**src/rtl/posit_link_host.sv**
```systemverilog
// Host-side initiator for the posit ALU chip byte-serial pin protocol.
// Writes {b,a} as four bytes, reads back echo plus result as six bytes.
module posit_link_host #(
    parameter int SETTLE_CYCLES  = 2,
    parameter int TIMEOUT_CYCLES = 1024,
    parameter int RST_PULSE      = 8
) (
    input  logic        clk,
    input  logic        rst,
    input  logic        op_valid,
    output logic        op_ready,
    input  logic [15:0] op_a,
    input  logic [15:0] op_b,
    output logic        res_valid,
    input  logic        res_ready,
    output logic [15:0] res_value,
    output logic        res_echo_ok,
    output logic        err_timeout,
    output logic        busy,
    output logic [7:0]  link_data_out,
    output logic        link_wr_valid,
    output logic        link_rd_ack,
    output logic        link_rst_n,
    input  logic [7:0]  link_data_in,
    input  logic        link_alu_ready,
    input  logic        link_rd_ready
);

    localparam int TW = $clog2(TIMEOUT_CYCLES + 1);
    localparam int AW = 8;

    typedef enum logic [2:0] {
        LRST, IDLE, W_WAIT, W_ACK, R_WAIT, R_SAMPLE, R_DROP, DONE
    } state_t;

    state_t      state_q, state_d;
    logic [TW-1:0] tmo_q, tmo_d;
    logic [AW-1:0] aux_q, aux_d;
    logic [1:0]  wi_q, wi_d;
    logic [2:0]  ri_q, ri_d;
    logic [15:0] a_q, a_d, b_q, b_d;
    logic [7:0]  rbuf_q [0:5];
    logic [7:0]  rbuf_d [0:5];
    logic [1:0]  ar_sync_q, ar_sync_d, rr_sync_q, rr_sync_d;
    logic        op_ready_q, op_ready_d;
    logic        res_valid_q, res_valid_d;
    logic [15:0] res_value_q, res_value_d;
    logic        res_echo_ok_q, res_echo_ok_d;
    logic        err_q, err_d;
    logic        busy_q, busy_d;
    logic [7:0]  data_out_q, data_out_d;
    logic        wr_valid_q, wr_valid_d;
    logic        rd_ack_q, rd_ack_d;
    logic        rst_n_q, rst_n_d;
    logic        ar_s, rr_s, waiting;
    logic [31:0] wword;
    logic [7:0]  wbyte;

    assign ar_s  = ar_sync_q[1];
    assign rr_s  = rr_sync_q[1];
    assign wword = {b_q, a_q};
    assign wbyte = wword[{wi_q, 3'b000} +: 8];

    always_comb begin
        state_d       = state_q;
        tmo_d         = '0;
        aux_d         = aux_q;
        wi_d          = wi_q;
        ri_d          = ri_q;
        a_d           = a_q;
        b_d           = b_q;
        rbuf_d        = rbuf_q;
        ar_sync_d     = {ar_sync_q[0], link_alu_ready};
        rr_sync_d     = {rr_sync_q[0], link_rd_ready};
        op_ready_d    = op_ready_q;
        res_valid_d   = res_valid_q;
        res_value_d   = res_value_q;
        res_echo_ok_d = res_echo_ok_q;
        err_d         = 1'b0;
        busy_d        = busy_q;
        data_out_d    = data_out_q;
        wr_valid_d    = wr_valid_q;
        rd_ack_d      = rd_ack_q;
        rst_n_d       = rst_n_q;
        unique case (state_q)
            LRST: begin
                if (aux_q == AW'(RST_PULSE - 1)) begin
                    aux_d      = '0;
                    rst_n_d    = 1'b1;
                    op_ready_d = 1'b1;
                    state_d    = IDLE;
                end else begin
                    aux_d = aux_q + 1'b1;
                end
            end
            IDLE: begin
                if (op_valid) begin
                    a_d           = op_a;
                    b_d           = op_b;
                    wi_d          = '0;
                    op_ready_d    = 1'b0;
                    busy_d        = 1'b1;
                    res_echo_ok_d = 1'b0;
                    state_d       = W_WAIT;
                end
            end
            W_WAIT: begin
                if (ar_s) begin
                    data_out_d = wbyte;
                    wr_valid_d = 1'b1;
                    state_d    = W_ACK;
                end
            end
            W_ACK: begin
                if (!ar_s) begin
                    wr_valid_d = 1'b0;
                    if (wi_q == 2'd3) begin
                        ri_d    = '0;
                        state_d = R_WAIT;
                    end else begin
                        wi_d    = wi_q + 1'b1;
                        state_d = W_WAIT;
                    end
                end
            end
            R_WAIT: begin
                // once rd_ready is seen, aux counts the settle window
                if (rr_s || aux_q != '0) begin
                    if (aux_q == AW'(SETTLE_CYCLES)) begin
                        aux_d   = '0;
                        state_d = R_SAMPLE;
                    end else begin
                        aux_d = aux_q + 1'b1;
                    end
                end
            end
            R_SAMPLE: begin
                rbuf_d[ri_q] = link_data_in;
                rd_ack_d     = 1'b1;
                state_d      = R_DROP;
            end
            R_DROP: begin
                if (!rr_s) begin
                    rd_ack_d = 1'b0;
                    if (ri_q == 3'd5) begin
                        res_valid_d   = 1'b1;
                        res_value_d   = {rbuf_q[5], rbuf_q[4]};
                        res_echo_ok_d = {rbuf_q[3], rbuf_q[2], rbuf_q[1],
                                         rbuf_q[0]} == {b_q, a_q};
                        state_d       = DONE;
                    end else begin
                        ri_d    = ri_q + 1'b1;
                        state_d = R_WAIT;
                    end
                end
            end
            DONE: begin
                if (res_ready) begin
                    res_valid_d = 1'b0;
                    busy_d      = 1'b0;
                    op_ready_d  = 1'b1;
                    state_d     = IDLE;
                end
            end
            default: state_d = LRST;
        endcase
        waiting = state_q inside {W_WAIT, W_ACK, R_WAIT, R_DROP};
        if (waiting && state_d == state_q) begin
            if (tmo_q == TW'(TIMEOUT_CYCLES - 1)) begin
                err_d      = 1'b1;
                wr_valid_d = 1'b0;
                rd_ack_d   = 1'b0;
                rst_n_d    = 1'b0;
                busy_d     = 1'b0;
                aux_d      = '0;
                state_d    = LRST;
            end else begin
                tmo_d = tmo_q + 1'b1;
            end
        end
    end

    always_ff @(posedge clk or posedge rst) begin
        if (rst) begin
            state_q       <= LRST;
            tmo_q         <= '0;
            aux_q         <= '0;
            wi_q          <= '0;
            ri_q          <= '0;
            a_q           <= '0;
            b_q           <= '0;
            rbuf_q        <= '{default: '0};
            ar_sync_q     <= '0;
            rr_sync_q     <= '0;
            op_ready_q    <= 1'b0;
            res_valid_q   <= 1'b0;
            res_value_q   <= '0;
            res_echo_ok_q <= 1'b0;
            err_q         <= 1'b0;
            busy_q        <= 1'b0;
            data_out_q    <= '0;
            wr_valid_q    <= 1'b0;
            rd_ack_q      <= 1'b0;
            rst_n_q       <= 1'b0;
        end else begin
            state_q       <= state_d;
            tmo_q         <= tmo_d;
            aux_q         <= aux_d;
            wi_q          <= wi_d;
            ri_q          <= ri_d;
            a_q           <= a_d;
            b_q           <= b_d;
            rbuf_q        <= rbuf_d;
            ar_sync_q     <= ar_sync_d;
            rr_sync_q     <= rr_sync_d;
            op_ready_q    <= op_ready_d;
            res_valid_q   <= res_valid_d;
            res_value_q   <= res_value_d;
            res_echo_ok_q <= res_echo_ok_d;
            err_q         <= err_d;
            busy_q        <= busy_d;
            data_out_q    <= data_out_d;
            wr_valid_q    <= wr_valid_d;
            rd_ack_q      <= rd_ack_d;
            rst_n_q       <= rst_n_d;
        end
    end

    assign op_ready      = op_ready_q;
    assign res_valid     = res_valid_q;
    assign res_value     = res_value_q;
    assign res_echo_ok   = res_echo_ok_q;
    assign err_timeout   = err_q;
    assign busy          = busy_q;
    assign link_data_out = data_out_q;
    assign link_wr_valid = wr_valid_q;
    assign link_rd_ack   = rd_ack_q;
    assign link_rst_n    = rst_n_q;

endmodule

```
**config.mk**
```make
export PLATFORM = sky130hd
export DESIGN_NAME = posit_link_host
export DESIGN_NICKNAME = d
export VERILOG_FILES = /design/src/rtl/posit_link_host.sv
export SDC_FILE = /design/constraint.sdc
export NUM_CORES = 1
export LEC_CHECK = 0
export CORE_UTILIZATION = 34
export CTS_BUF_LIST = sky130_fd_sc_hd__clkbuf_4
export DETAILED_ROUTE_END_ITERATION = 10
export SYNTH_ARGS = -nofsm -noshare
export SYNTH_HDL_FRONTEND = slang
export SYNTH_SLANG_ARGS = --single-unit
```
**constraint.sdc**
```tcl
create_clock -name clk -period 5.4 [get_ports clk]
set_input_delay 1.62 -clock clk [delete_from_list [all_inputs] [get_ports clk]]
set_output_delay 1.62 -clock clk [all_outputs]
set_load 0.005 [all_outputs]
```
==> results.py <==
metrics = {
    "synth": {
        "seq_area_frac_synth_pct": 55.4,
        "synth-simple-area-share_pct": 9.41,
        "synth-seq-cells": 143,
        "synth_xor_area_share_pct": 5.96,
        "syn_avg_cell_area_um2": 13.1,
        "synth.most_common_cell": "dfrtp_1",
        "synth_top_area_cell": "dfrtp_1",
        "syn_area_um2": 6460,
        "synth_compound_gate_area_share_pct": 4.38,
        "yosys-top-cells-count": "143 x dfrtp_1, 105 x mux2_2, 34 x nor2_1, 34 x xor2_1, 24 x nand2_1",
        "synth-async-reset-ratio_pct": 100,
        "syn_nets": 547,
        "yosysTopAreaCellShare_pct": 55.4,
        "synthMuxAreaShare_pct": 21.2,
        "synth-edff-count": 0,
        "yosys_warnings": 0,
        "synth_area_leaders": "dfrtp_1 55%, mux2_2 18%, xor2_1 4.6%",
        "ys.flop_type": "dfrtp_1",
        "synth.distinct_cells": 49,
        "synthCells": 494,
        "synth-adder-area-share_pct": 1.36,
        "synth_top_family_by_area": "multiplexers",
    },
    "setup_path": {
        "critPathArrivalTime_ns": 3.77,
        "rrSetupSlack_ns": 2.79,
        "end_kind": "flop",
        "crit_fanout": 18,
        "crit_path_end": "b_q[0]$_DFFE_PP0P_",
        "path_class": "in -> reg",
        "worstReg2RegEnd": "link_rd_ack$_DFF_PP0_",
        "critPathLaunch": "op_valid",
        "worst_r2r_path_depth": 5,
        "cp-start-kind": "input port",
        "r2r_start": "state_q[1]$_DFF_PP0_",
        "required_ns": 5.84,
    },
    "drt": {
        "post_drt_via_cell_ratio": 5.04,
        "firstDrtPassIters": 7,
        "drtIter0Drc": 236,
        "via_count": 4152,
        "wire_per_inst_um": 17.6,
        "detail_route.wirelength_um": 14500,
        "drc": 1,
        "postRouteAntennaNets": 0,
    },
    "floorplan": {
        "start_util_pct": 34.7,
        "fp-row-count": 50,
        "die_h_um": 140,
        "io_pins": 78,
        "core_um2": 18600,
        "die_area_um2": 19600,
        "die_x_um": 140,
    },
    "timing": {
        "worstMarginPinSlew_ns": 0.776,
        "report.final.slew_viol_count": 0,
        "fin_skew_ns": 0.0186,
        "fmax_mhz": 300,
        "period_needed_ns": 3.33,
        "rsz0062_at_grt": "no",
        "fin_crit_sh_pct": 61.7,
        "finalHoldViolCount": 0,
        "max_slew_margin_pct": 48.3,
        "fin_setup_tns_ns": 0,
        "finalSetupViolations": 0,
    },
    "worst_hold_path": {
        "hp-class": "reg -> reg",
    },
    "placement": {
        "hpwl_um": 10100,
        "gp_congestion": 0.821,
        "portBuffers": 77,
    },
    "cts": {
        "clkSinkCount": 143,
        "cts_buffers": 17,
        "clkLatencyLatePin_ns": 0.56,
        "ctsResizeCount": 0,
        "root_buffer": "clkbuf_4",
        "cts_tree": "built",
        "clockBufferDepth": 2,
        "clk_pin_slew_ns": 0.12,
        "post_cts_buffers": 0,
        "htreeDepth": 4,
        "hold_buffers": 0,
    },
    "global_route": {
        "grt_max_degree": 81,
        "antenna_found_initial": 0,
        "grt_use_total_pct": 16.0,
        "grt_pass1_wl_um": 23900,
        "grt_pass1_vias": 4435,
        "grt_remaining_overflow": 0,
    },
    "cells_and_area": {
        "layout.nets": 629,
        "antennaDiodeCount": 0,
        "area_growth_pct": 20.8,
        "drive_gt1_share_pct": 26.8,
    },
    "power": {
        "p_leak_nw": 3.43,
        "peakVddDrop_v": 0.000239,
        "p_total_mw": 3.74,
        "cellPowerDensity_nw_per_um2": 479,
    },
    "run": {
        "drv_cap": 0,
    },
    "status": {
        "status": "finished with violations",
        "violations": "design-rule violations",
    },
}
[placed cells by master (no fill, tap or decap), types with 7 or more instances in the layout]
cell             instances
clkbuf_4                17
clkdlybuf4s50_1         77
dfrtp_1                143
ha_1                     7
inv_1                    8
mux2_2                 105
mux4_2                   8
nand2_1                 24
nand3_1                 12
nand4_1                  8
nor2_1                  34
nor3_1                   9
nor4_1                   9
o21ai_0                 11
xnor2_1                 10
xor2_1                  34
[critical path, stage by stage]
cell and delay [ns]:
clkdlybuf4s50_1 0.53, nor2b_1 0.17, and3_1 0.68, buf_4 0.38, mux2_2 0.37
[final cells by class]
type	instances	area, um2
fillers	1772	10800
well taps	234	293
flip-flops and latches	143	3580
clock inverters	15	209
repair buffers	81	826
clock buffers	17	128
inverters	9	37.5
multi-input cells	324	2740
[power by group]
group          leakage [nW]  total, mW  switching [mW]  internal [mW]
clock network         0.172      0.797           0.421          0.376
logic                  1.42       1.14           0.475          0.663
registers              1.84       1.81           0.371           1.43
[through the flow]
step	hold slack (ns)	util (%)	std cells	setup slack, ns	cell area (um2)
2_1_floorplan	0.331	-	494	1.99	6470
3_3_place_gp	0.349	40.1	791	1.50	7470
3_5_place_dp	0.337	40.1	791	1.49	7470
4_1_cts	0.381	41.9	823	2.10	7810
5_1_grt	0.391	41.9	823	2.00	7810
6_report	0.373	41.9	823	2.07	7810
[state kept, by name, summed over array words and instances (netlist names), 2 cells and up]
name	count
rbuf_q	48
a_q	16
b_q	16
res_value	16
tmo_q	11
aux_q	8
link_data_out	8
ri_q	3
state_q	3
ar_sync_q	2
rr_sync_q	2
wi_q	2
[cells by family (layout without fill, tap and decap cells)]
| family | after synthesis | after routing |
|---|---|---|
| flops | 143 | 143 |
| simple gates | 121 | 121 |
| mux | 114 | 114 |
| xor+xnor | 44 | 44 |
| compound gates | 38 | 38 |
| buf+inv | 27 | 122 |
| fa+ha+maj | 7 | 7 |
[routing by layer]
layer | GRT usage, % | share of wire (%) | up-vias
met5 | 0 | 0 | -
met2 | 25.4 | 48 | 89
met1 | 21.2 | 45 | 2115
met3 | 4.23 | 4.4 | 16
li1 | - | - | 1932
met4 | 5.44 | 2.1 | 0
[how the worst min path moves through the flow]
stage	end	slack [ns]	depth (start not counted)	start
after global routing	rr_sync_q[1]$_DFF_PP0_	0.39	0	rr_sync_q[0]$_DFF_PP0_
after floorplan	ar_sync_q[1]$_DFF_PP0_	0.33	0	ar_sync_q[0]$_DFF_PP0_
final	rr_sync_q[1]$_DFF_PP0_	0.37	0	rr_sync_q[0]$_DFF_PP0_
after CTS	rr_sync_q[1]$_DFF_PP0_	0.38	0	rr_sync_q[0]$_DFF_PP0_
after global placement	ar_sync_q[1]$_DFF_PP0_	0.35	0	ar_sync_q[0]$_DFF_PP0_
after detailed placement	ar_sync_q[1]$_DFF_PP0_	0.34	0	ar_sync_q[0]$_DFF_PP0_
Note: power is estimated with default switching activity, not from simulation.
